File: config.mk
export PLATFORM = sky130hd
export DESIGN_NAME = travel_plan_sequencer
export DESIGN_NICKNAME = d
export VERILOG_FILES = /design/src/rtl/maze_pkg.sv /design/src/rtl/hdng_wrap_add.sv /design/src/rtl/travel_plan_sequencer.sv
export SDC_FILE = /design/constraint.sdc
export NUM_CORES = 1
export LEC_CHECK = 0
export ABC_CLOCK_PERIOD_IN_PS = 9850
export BUFFER_PORTS_ARGS = -buffer_cell sky130_fd_sc_hd__buf_2
export CAP_MARGIN = 0
export CORE_ASPECT_RATIO = 0.9
export CORE_MARGIN = 1
export CORE_UTILIZATION = 65
export DETAILED_ROUTE_END_ITERATION = 8
export PLACE_DENSITY_LB_ADDON = 0.15
export SLEW_MARGIN = 20
export SYNTH_ARGS = -nofsm -noshare
export SYNTH_HDL_FRONTEND = slang
export SYNTH_SLANG_ARGS = --single-unit
File: constraint.sdc
create_clock -name clk -period 9.85 [get_ports clk]
set_input_delay 0.985 -clock clk [delete_from_list [all_inputs] [get_ports clk]]
set_output_delay 0.985 -clock clk [all_outputs]
set_load 0.01 [all_outputs]
File: src/rtl/maze_pkg.sv
// Shared types and constants for the travel plan sequencer: actions, FSM states,
// heading arithmetic and timer lengths.
package maze_pkg;

  localparam int HDNG_W   = 13;
  localparam int SUM_W    = HDNG_W + 1;
  localparam int PLAN_W   = 16;
  localparam int TMR_W    = 21;
  localparam int HW_SCALE = 16;

  typedef logic signed [HDNG_W-1:0] hdng_t;
  typedef logic signed [SUM_W-1:0]  hsum_t;
  typedef logic [TMR_W-1:0]         tmr_t;

  localparam hsum_t HSUM_MAX  = hsum_t'(1799);
  localparam hsum_t HSUM_MIN  = hsum_t'(-1800);
  localparam hsum_t HSUM_WRAP = hsum_t'(3600);

  typedef enum logic [1:0] {
    ACT_STOP   = 2'b00,
    ACT_VEER_R = 2'b01,
    ACT_VEER_L = 2'b10,
    ACT_TURN   = 2'b11
  } action_t;

  typedef enum logic [2:0] {
    ST_IDLE,
    ST_ACCEPT,
    ST_FOLLOW,
    ST_GAP,
    ST_VEER,
    ST_TURN1,
    ST_TURN2
  } state_t;

  // Simulation timer lengths; hardware builds stretch each by HW_SCALE.
  function automatic int gap_deb_cyc(input int fast);
    return (fast != 0) ? 1024 : 1024 * HW_SCALE;
  endfunction

  function automatic int veer_hold_cyc(input int fast);
    return (fast != 0) ? 65536 : 65536 * HW_SCALE;
  endfunction

  function automatic int turn_step_cyc(input int fast);
    return (fast != 0) ? 131072 : 131072 * HW_SCALE;
  endfunction

endpackage

File: src/rtl/hdng_wrap_add.sv
// Signed heading add wrapped modulo 3600 into [-1800,1799] (0.1 degree units).
module hdng_wrap_add
  import maze_pkg::*;
(
  input  logic signed [HDNG_W-1:0] hdng,
  input  logic signed [HDNG_W-1:0] delta,
  output logic signed [HDNG_W-1:0] sum
);

  hsum_t raw;

  always_comb begin
    raw = hsum_t'(hdng) + hsum_t'(delta);
    sum = hdng_t'(raw);
    if (raw > HSUM_MAX) begin
      sum = hdng_t'(raw - HSUM_WRAP);
    end else if (raw < HSUM_MIN) begin
      sum = hdng_t'(raw + HSUM_WRAP);
    end
  end

endmodule

File: src/rtl/travel_plan_sequencer.sv
// Runs the eight-action travel plan: one action per debounced line gap, steering
// through the desired heading; a bump aborts the plan and raises the buzzer.
module travel_plan_sequencer
  import maze_pkg::*;
#(
  parameter int FAST_SIM  = 1,
  parameter int VEER_ANG  = 350,
  parameter int TURN_ANG  = 900,
  parameter int GAP_DEB   = gap_deb_cyc(FAST_SIM),
  parameter int VEER_HOLD = veer_hold_cyc(FAST_SIM),
  parameter int TURN_STEP = turn_step_cyc(FAST_SIM)
) (
  input  logic                     clk,
  input  logic                     rst,
  input  logic [PLAN_W-1:0]        cmd,
  input  logic                     cmd_rdy,
  output logic                     clr_cmd_rdy,
  input  logic                     line_present,
  input  logic                     bump,
  output logic                     go,
  output logic signed [HDNG_W-1:0] dsrd_hdng,
  output logic                     hdng_vld,
  output logic                     buzz_en,
  output logic                     plan_done
);

  // Timers count N-1 down to 0 so a phase lasts exactly N cycles.
  localparam tmr_t GAP_LD  = tmr_t'(GAP_DEB - 1);
  localparam tmr_t VEER_LD = tmr_t'(VEER_HOLD - 1);
  localparam tmr_t TURN_LD = tmr_t'(TURN_STEP - 1);

  state_t            state;
  logic [PLAN_W-1:0] plan;
  tmr_t              tmr;
  action_t           act;
  hdng_t             delta;
  hdng_t             hdng_next;

  assign act = action_t'(plan[1:0]);

  always_comb begin
    delta = hdng_t'(TURN_ANG);
    if (state == ST_GAP && act == ACT_VEER_R) begin
      delta = hdng_t'(VEER_ANG);
    end else if (state == ST_GAP && act == ACT_VEER_L) begin
      delta = hdng_t'(-VEER_ANG);
    end
  end

  hdng_wrap_add u_wrap (
    .hdng  (dsrd_hdng),
    .delta (delta),
    .sum   (hdng_next)
  );

  always_ff @(posedge clk or posedge rst) begin
    if (rst) begin
      state       <= ST_IDLE;
      plan        <= '0;
      tmr         <= '0;
      go          <= 1'b0;
      dsrd_hdng   <= '0;
      hdng_vld    <= 1'b0;
      clr_cmd_rdy <= 1'b0;
      buzz_en     <= 1'b0;
      plan_done   <= 1'b1;
    end else begin
      hdng_vld    <= 1'b0;
      clr_cmd_rdy <= 1'b0;
      if (state != ST_IDLE && bump) begin
        go        <= 1'b0;
        buzz_en   <= 1'b1;
        plan_done <= 1'b1;
        plan      <= '0;
        tmr       <= '0;
        state     <= ST_IDLE;
      end else begin
        case (state)
          ST_IDLE: begin
            if (cmd_rdy) begin
              plan        <= cmd;
              clr_cmd_rdy <= 1'b1;
              state       <= ST_ACCEPT;
            end
          end
          ST_ACCEPT: begin
            go        <= 1'b1;
            plan_done <= 1'b0;
            buzz_en   <= 1'b0;
            tmr       <= GAP_LD;
            state     <= ST_FOLLOW;
          end
          ST_FOLLOW: begin
            if (line_present) begin
              tmr <= GAP_LD;
            end else if (tmr == '0) begin
              state <= ST_GAP;
            end else begin
              tmr <= tmr - tmr_t'(1);
            end
          end
          ST_GAP: begin
            plan <= {2'b00, plan[PLAN_W-1:2]};
            case (act)
              ACT_STOP: begin
                go        <= 1'b0;
                plan_done <= 1'b1;
                tmr       <= '0;
                state     <= ST_IDLE;
              end
              ACT_TURN: begin
                dsrd_hdng <= hdng_next;
                hdng_vld  <= 1'b1;
                tmr       <= TURN_LD;
                state     <= ST_TURN1;
              end
              default: begin
                dsrd_hdng <= hdng_next;
                hdng_vld  <= 1'b1;
                tmr       <= VEER_LD;
                state     <= ST_VEER;
              end
            endcase
          end
          ST_TURN1: begin
            if (tmr != '0) begin
              tmr <= tmr - tmr_t'(1);
            end else begin
              dsrd_hdng <= hdng_next;
              hdng_vld  <= 1'b1;
              tmr       <= TURN_LD;
              state     <= ST_TURN2;
            end
          end
          ST_VEER, ST_TURN2: begin
            // Leave the maneuver only once the hold has run out and the line is back.
            if (tmr != '0) begin
              tmr <= tmr - tmr_t'(1);
            end else if (line_present) begin
              tmr   <= GAP_LD;
              state <= ST_FOLLOW;
            end
          end
          default: state <= ST_IDLE;
        endcase
      end
    end
  end

endmodule

==> metrics.txt, run 1 <==
# hold bufs at CTS=0; Layout area overhead=9.96%; Clock Sink Count=57; die width=between 80 and 90 um; CP max stage cell=dfrtp_1; Seq cells post-synth=57; CP required=10090 ps; count leader, synth=nand2_1; CP Cell Sequence=inv_1 > nand3_1 > a21oi_1 > ha_1 > inv_1 > fa_1 > nand2b_1 > nand2b_1 > a21oi_1 > xnor2_1 > inv_1 > ha_1 > nand2_1 > nand2_1 > o31ai_1 > o22ai_2 > and2_1 > mux2_2 > o31ai_2; Leak=between 0.002 and 0.0025 uW; Final Cycle Share=45.6%; worst vdd ir=0.000199 V; Mapped Nets=555; die area=6720 um^2; fillers=approximately 500; post-CTS sizing=0; Max stage delay on crit path=approximately 580 ps; IO Pins=39; Initial Util=67.6%; fmax=223 MHz; worst hold slack=468 ps; crit end category=flip-flop; Clock Latency Late Sink=340 ps; antenna-violating nets left=0; largest net degree at the start of global routing=58; final slew viol count=0; layout cells sized above 1=14.1%; number of diodes=0; RSZ-0062 raised after global routing=no; YS warnings=0; Synth async-reset ratio=100%; DP HPWL=7.62 mm; CTS H-Tree Depth=3; Tightest Pin Transition=892 ps; Sum Neg Setup Slack=0 ps; post-route cell area=4570 um^2; clk buf depth=2; Top cell by count, worst path=inv_1; worst min path class=reg2reg; WP buf/inv=3; Final Worst Setup Slack=between 5000 and 6000 ps; final core occ=74.4%; power per cell area=413 nW/um^2; Total Wirelength=10.6 mm; Max-Cap Viols=0; drt first pass iters=5; vias in the first global route=3769; Crit path max-delay family=compound AO/OA/AOI/OAI gates; CTS tree=done; drt wl/cell=between 15 and 20 um; Synth area leader=dfrtp_1; CP arrival=4740 ps; Vias per Instance=~6.4; Worst-path clk slew=60 ps; placed cell area=4390 um^2; normalized max-slew margin=40.3%; Setup Fix Bufs, Post-CTS=0; final setup fails=0; Starting DRT DRC Count=374; syn avg cell area=8.04 um^2; Hold Violations, Final=0; GRT Overall Usage=33.4%; Unique masters post-synth=70; startpoint types=flip-flop; gr ovfl total=0; core box area=6150 um^2; Clock Skew=9.73 ps; number of synthesized flops with an enable pin=0; crit path kind=reg2reg; cell count after synthesis=517; top cell type's share of synthesized area=33.7%; Period minus WS final=4490 ps; final weighted congestion in routability-driven placement=about 0.94; top cells by count, synth=65 x nand2_1, 62 x nor2_1, 56 x dfrtp_1; CTS Buf Count=9; # nets final=~590; Die H=77.9 um; Setup WS pre-CTS=5590 ps; Area contributors post-synth=dfrtp_1 34%, o21ai_0 6.3%, nand2_1 5.9%; Most used DFF post-synth=dfrtp_1; Syn Std Cell Area=4160 um^2; outcome=complete, no violations; Vias=4099; Root Driver=clkbuf_8; DRC Markers=0; FP Rows=27; first-pass GRT wire length=17.7 mm; I/O Buffers=37; Crit Path Max Fanout=18; sequential fraction of the synthesis area=34.3%; initial antenna violation count=0
-- through the flow --
step | cells | power, uW
5_1_grt | 640 | 2040
4_1_cts | 640 | 1860
3_5_place_dp | 624 | 1660
2_1_floorplan | 517 | 1380
6_report | 640 | 1890
3_3_place_gp | 624 | 1610
-- power breakdown --
group	leakage [uW]	switching [uW]	internal [uW]
registers	0.000718	99.7	334
clock network	0.0000785	102	91.4
logic	0.00126	780	481
total	0.00206	982	906
-- worst reg2reg max path: cells and delay by family, from the launching register on --
kind / cells / cell delay [ps]
AO/OA/AOI/OAI: 5 / 1000
XOR/XNOR: 1 / 430
buffers and inverters: 3 / 480
adder cells (fa/ha/maj): 3 / 840
flip-flops: 1 / 580
multiplexers: 1 / 270
AND/OR/NAND/NOR: 6 / 800
-- layout by cell type, fill, tap and decap left out, types with 5 or more instances in the layout --
cell type | synthesis | layout
xnor2_1 | 11 | 11
nor2_1 | 62 | 62
a22o_1 | 7 | 7
xor2_1 | 7 | 7
nand3_1 | 16 | 16
nor3_1 | 15 | 15
and2_1 | 5 | 5
inv_1 | 19 | 18
ha_1 | 16 | 16
nand2b_1 | 12 | 12
o31ai_1 | 6 | 6
o21ai_0 | 52 | 52
clkbuf_8 | 0 | 9
dfrtp_1 | 56 | 56
or3_1 | 8 | 8
nand2_1 | 65 | 65
nand4_1 | 5 | 5
a21oi_1 | 37 | 37
a22oi_1 | 7 | 7
buf_2 | 2 | 37
-- state kept, by name (all words and copies together), names as in the netlist --
signal	count
buzz_en	1
go	1
clr_cmd_rdy	1
plan_done	1
hdng_vld	1
plan	16
tmr	21
state	3
dsrd_hdng	12
-- worst paths after layout --
| check | endpoint | start | slack (ps) | cells after the start |
|---|---|---|---|---|
| max in group asynchronous | dsrd_hdng[8] | rst | 8510 | 3 |
| min in group asynchronous | plan[8] | rst | 830 | 3 |
| worst min register to register | plan_done | plan_done | 470 | 2 |
| worst max-delay path | dsrd_hdng[5] | state[2] | 5360 | 19 |
| worst min-delay path | plan_done | plan_done | 470 | 2 |
| worst max register to register | dsrd_hdng[5] | state[2] | 5360 | 19 |
-- cells by family (layout without fill, tap and decap cells) --
family | count (synthesis) | in the layout | synth area share, %
other | 1 | 1 | 0.0902
multiplexers | 5 | 5 | 1.26
buffers and inverters | 41 | 77 | 3.85
flip-flops | 57 | 57 | 34.3
XOR/XNOR | 18 | 18 | 3.79
AND/OR/NAND/NOR | 217 | 217 | 25.0
AO/OA/AOI/OAI | 161 | 161 | 26.4
adder cells (fa/ha/maj) | 17 | 17 | 5.29
-- area by class of cell --
cell class	instances	area (um^2)	share of cell area, %
Multi-Input combinational cell	419	2580	56.4
Clock inverter	6	45.0	0.985
Timing Repair Buffer	40	208	4.54
Clock buffer	10	128	2.79
Sequential cell	57	1430	31.2
Inverter	21	78.8	1.72
Tap cell	87	109	2.38
-- layer usage --
| layer | track usage, % | share of wire, % | vias up |
|---|---|---|---|
| met5 | 0 | 0 | - |
| met2 | 50.7 | 45 | 179 |
| met3 | 6.28 | 6.5 | 10 |
| li1 | - | - | 1926 |
| met4 | 9.67 | 0.92 | 0 |
| met1 | 48.3 | 47 | 1984 |
(Power assumes the default switching activity.)
==> run 2: changes to the inputs <==
- ABC_CLOCK_PERIOD_IN_PS: 9850 -> 3800
- CORE_UTILIZATION: 65 -> 54
- clock period: 9.85 -> 3.8 ns (I/O delays scaled with it)
==> run 2 against run 1 <==
Compared with the run above:
- critical path depth down 4
- final area grew 7.2%
- die area up 20%
- clock skew hardly changed
- first-iteration DRC count is 8.0% higher
- non-clock buffer count is 20 higher
- final cell count rose by 4.4%
- sequential share of layout area decreased by 2.1 points
- worst setup slack worse by 5200 ps
- largest cell class unchanged
==> metrics.txt, run 2 (synthesized netlist as in run 1, its figures left out) <==
Starting DRT DRC Count=roughly 400; Tightest Pin Transition=1130 ps; Initial Util=57.3%; Largest regs=tmr: 21 flops, plan: 16 flops, dsrd_hdng: 12 flops; Max stage delay on crit path=420 ps; Vias=roughly 4200; number of diodes=0; Crit Path Max Fanout=5; final setup fails=0; clk buf depth=2; initial antenna violation count=0; most common cell after layout, fill and taps aside=nand2_1; die width=between 90 and 100 um; Max-Cap Viols=0; IO Pins=39; crit path kind=reg2reg; Die H=85.3 um; FP Rows=29; DRC Markers=0; Clock Sink Count=57; antenna-violating nets left=0; drt first pass iters=5; vias in the first global route=3763; worst r2r src=state[2]; Layout area overhead=17.9%; largest net degree at the start of global routing=38; CP arrival=3920 ps; final slew viol count=0; CTS Buf Count=9; Period minus WS final=3660 ps; # hold bufs at CTS=0; max reg flops=21; die area=about 8000 um^2; Clock Skew=between 9 and 10 ps; layout cells sized above 1=20.2%; setup slack, reg-to-reg=approximately 140 ps; fillers=614; crit end category=flip-flop; Clock Latency Late Sink=360 ps; CP Cell Sequence=buf_4 > or3_1 > ha_1 > a21o_1 > a21oi_2 > xnor2_2 > inv_1 > ha_1 > nand2_1 > nand2_1 > o31ai_4 > o22ai_4 > and2_1 > mux2_2 > o31ai_2; DP HPWL=7.84 mm; Reg2Reg Capture Point=dsrd_hdng[5]; CP required=4060 ps; I/O Buffers=37; GRT Overall Usage=28.5%; Worst-path clk slew=80 ps; CTS H-Tree Depth=3; core box area=7260 um^2; R2R depth=15; drt wl/cell=17.1 um; highest-count cells in the layout ignoring fill and taps=65 x nand2_1, 62 x nor2_1, 56 x dfrtp_1, 50 x o21ai_0, 37 x buf_2; gr ovfl total=0; Vias per Instance=6.35; Hold Violations, Final=0; startpoint types=flip-flop; normalized max-slew margin=24.0%; fmax=between 200 and 300 MHz; worst hold slack=176 ps; worst min path class=in2async; outcome=complete, no violations; # nets final=608; CP max stage cell=or3_1; Final Worst Setup Slack=140 ps; Total Wirelength=11.4 mm; CTS tree=done; Setup WS pre-CTS=67.6 ps; Final Cycle Share=96.3%; first-pass GRT wire length=17.9 mm; Biggest register=tmr; Root Driver=clkbuf_8; final weighted congestion in routability-driven placement=0.984
run 2: cell types whose count changed in the layout (fill, tap and decap cells not counted), moves of 2 or more:
cell	change
o22ai_4	+2
buf_4	+19
o21ai_0	-2
a21oi_1	-2
o31ai_1	-2
nand3_1	-2
nand3_2	+2
run 2: worst max-delay path by stage:
stage	from	to	slack, ps	cells after the start
3_3_place_gp	plan[0]	dsrd_hdng[4]	120	12
4_1_cts	plan[0]	dsrd_hdng[5]	20	15
6_report	state[2]	dsrd_hdng[5]	140	15
3_5_place_dp	plan[0]	dsrd_hdng[4]	70	12
2_1_floorplan	state[0]	dsrd_hdng[5]	70	19
5_1_grt	plan[1]	dsrd_hdng[5]	-60	18
run 2: critical path, delay by kind of cell (launching register included):
family	cells	cell delay [ps]
xor gates and xnor gates	1	200
and+or+nand+nor	4	760
AOI/OAI and AO/OA	5	1140
muxes	1	270
buffers and inverters	2	290
adders and majority gates	2	490
DFF	1	400
run 2: repair_timing:
item / in CTS / in global routing
buffers inserted: 0 / 6
setup endpoints to repair: 0 / 9
gates resized for setup: 0 / 26
run 2: stage by stage:
| step | TNS (ps) | std cells | utilization [%] | instance area (um^2) |
|---|---|---|---|---|
| after global placement | 0 | 644 | 62.1 | 4510 |
| after floorplan | 0 | 517 | - | 4160 |
| after global routing | -180 | 668 | 67.6 | 4900 |
| after detailed placement | 0 | 644 | 62.1 | 4510 |
| final | 0 | 668 | 67.6 | 4900 |
| after CTS | 0 | 660 | 64.6 | 4690 |
run 2: layout make-up:
| cell class | count | area, um^2 | area share [%] |
|---|---|---|---|
| multi-input combinational | 421 | 2740 | 55.8 |
| sequential | 57 | 1430 | 29.1 |
| timing repair buffer | 60 | 362 | 7.38 |
| clock buffer | 10 | 138 | 2.81 |
| tap | 93 | 116 | 2.37 |
| inverter | 21 | 78.8 | 1.61 |
| clock inverter | 6 | 43.8 | 0.893 |
run 2: per-layer routing:
layer	share of wire [%]	vias up	wire, um	GRT usage, %
met5	0	-	0	0
met4	1.7	0	196	7.44
met3	8.6	28	976	7.35
met2	44	223	5060	41.8
met1	45	2000	5160	41.7
li1	-	1989	-	-
Power of run 2 is not shown: default switching activity piles up to over one toggle a cycle in this logic, so the estimate is an artifact.
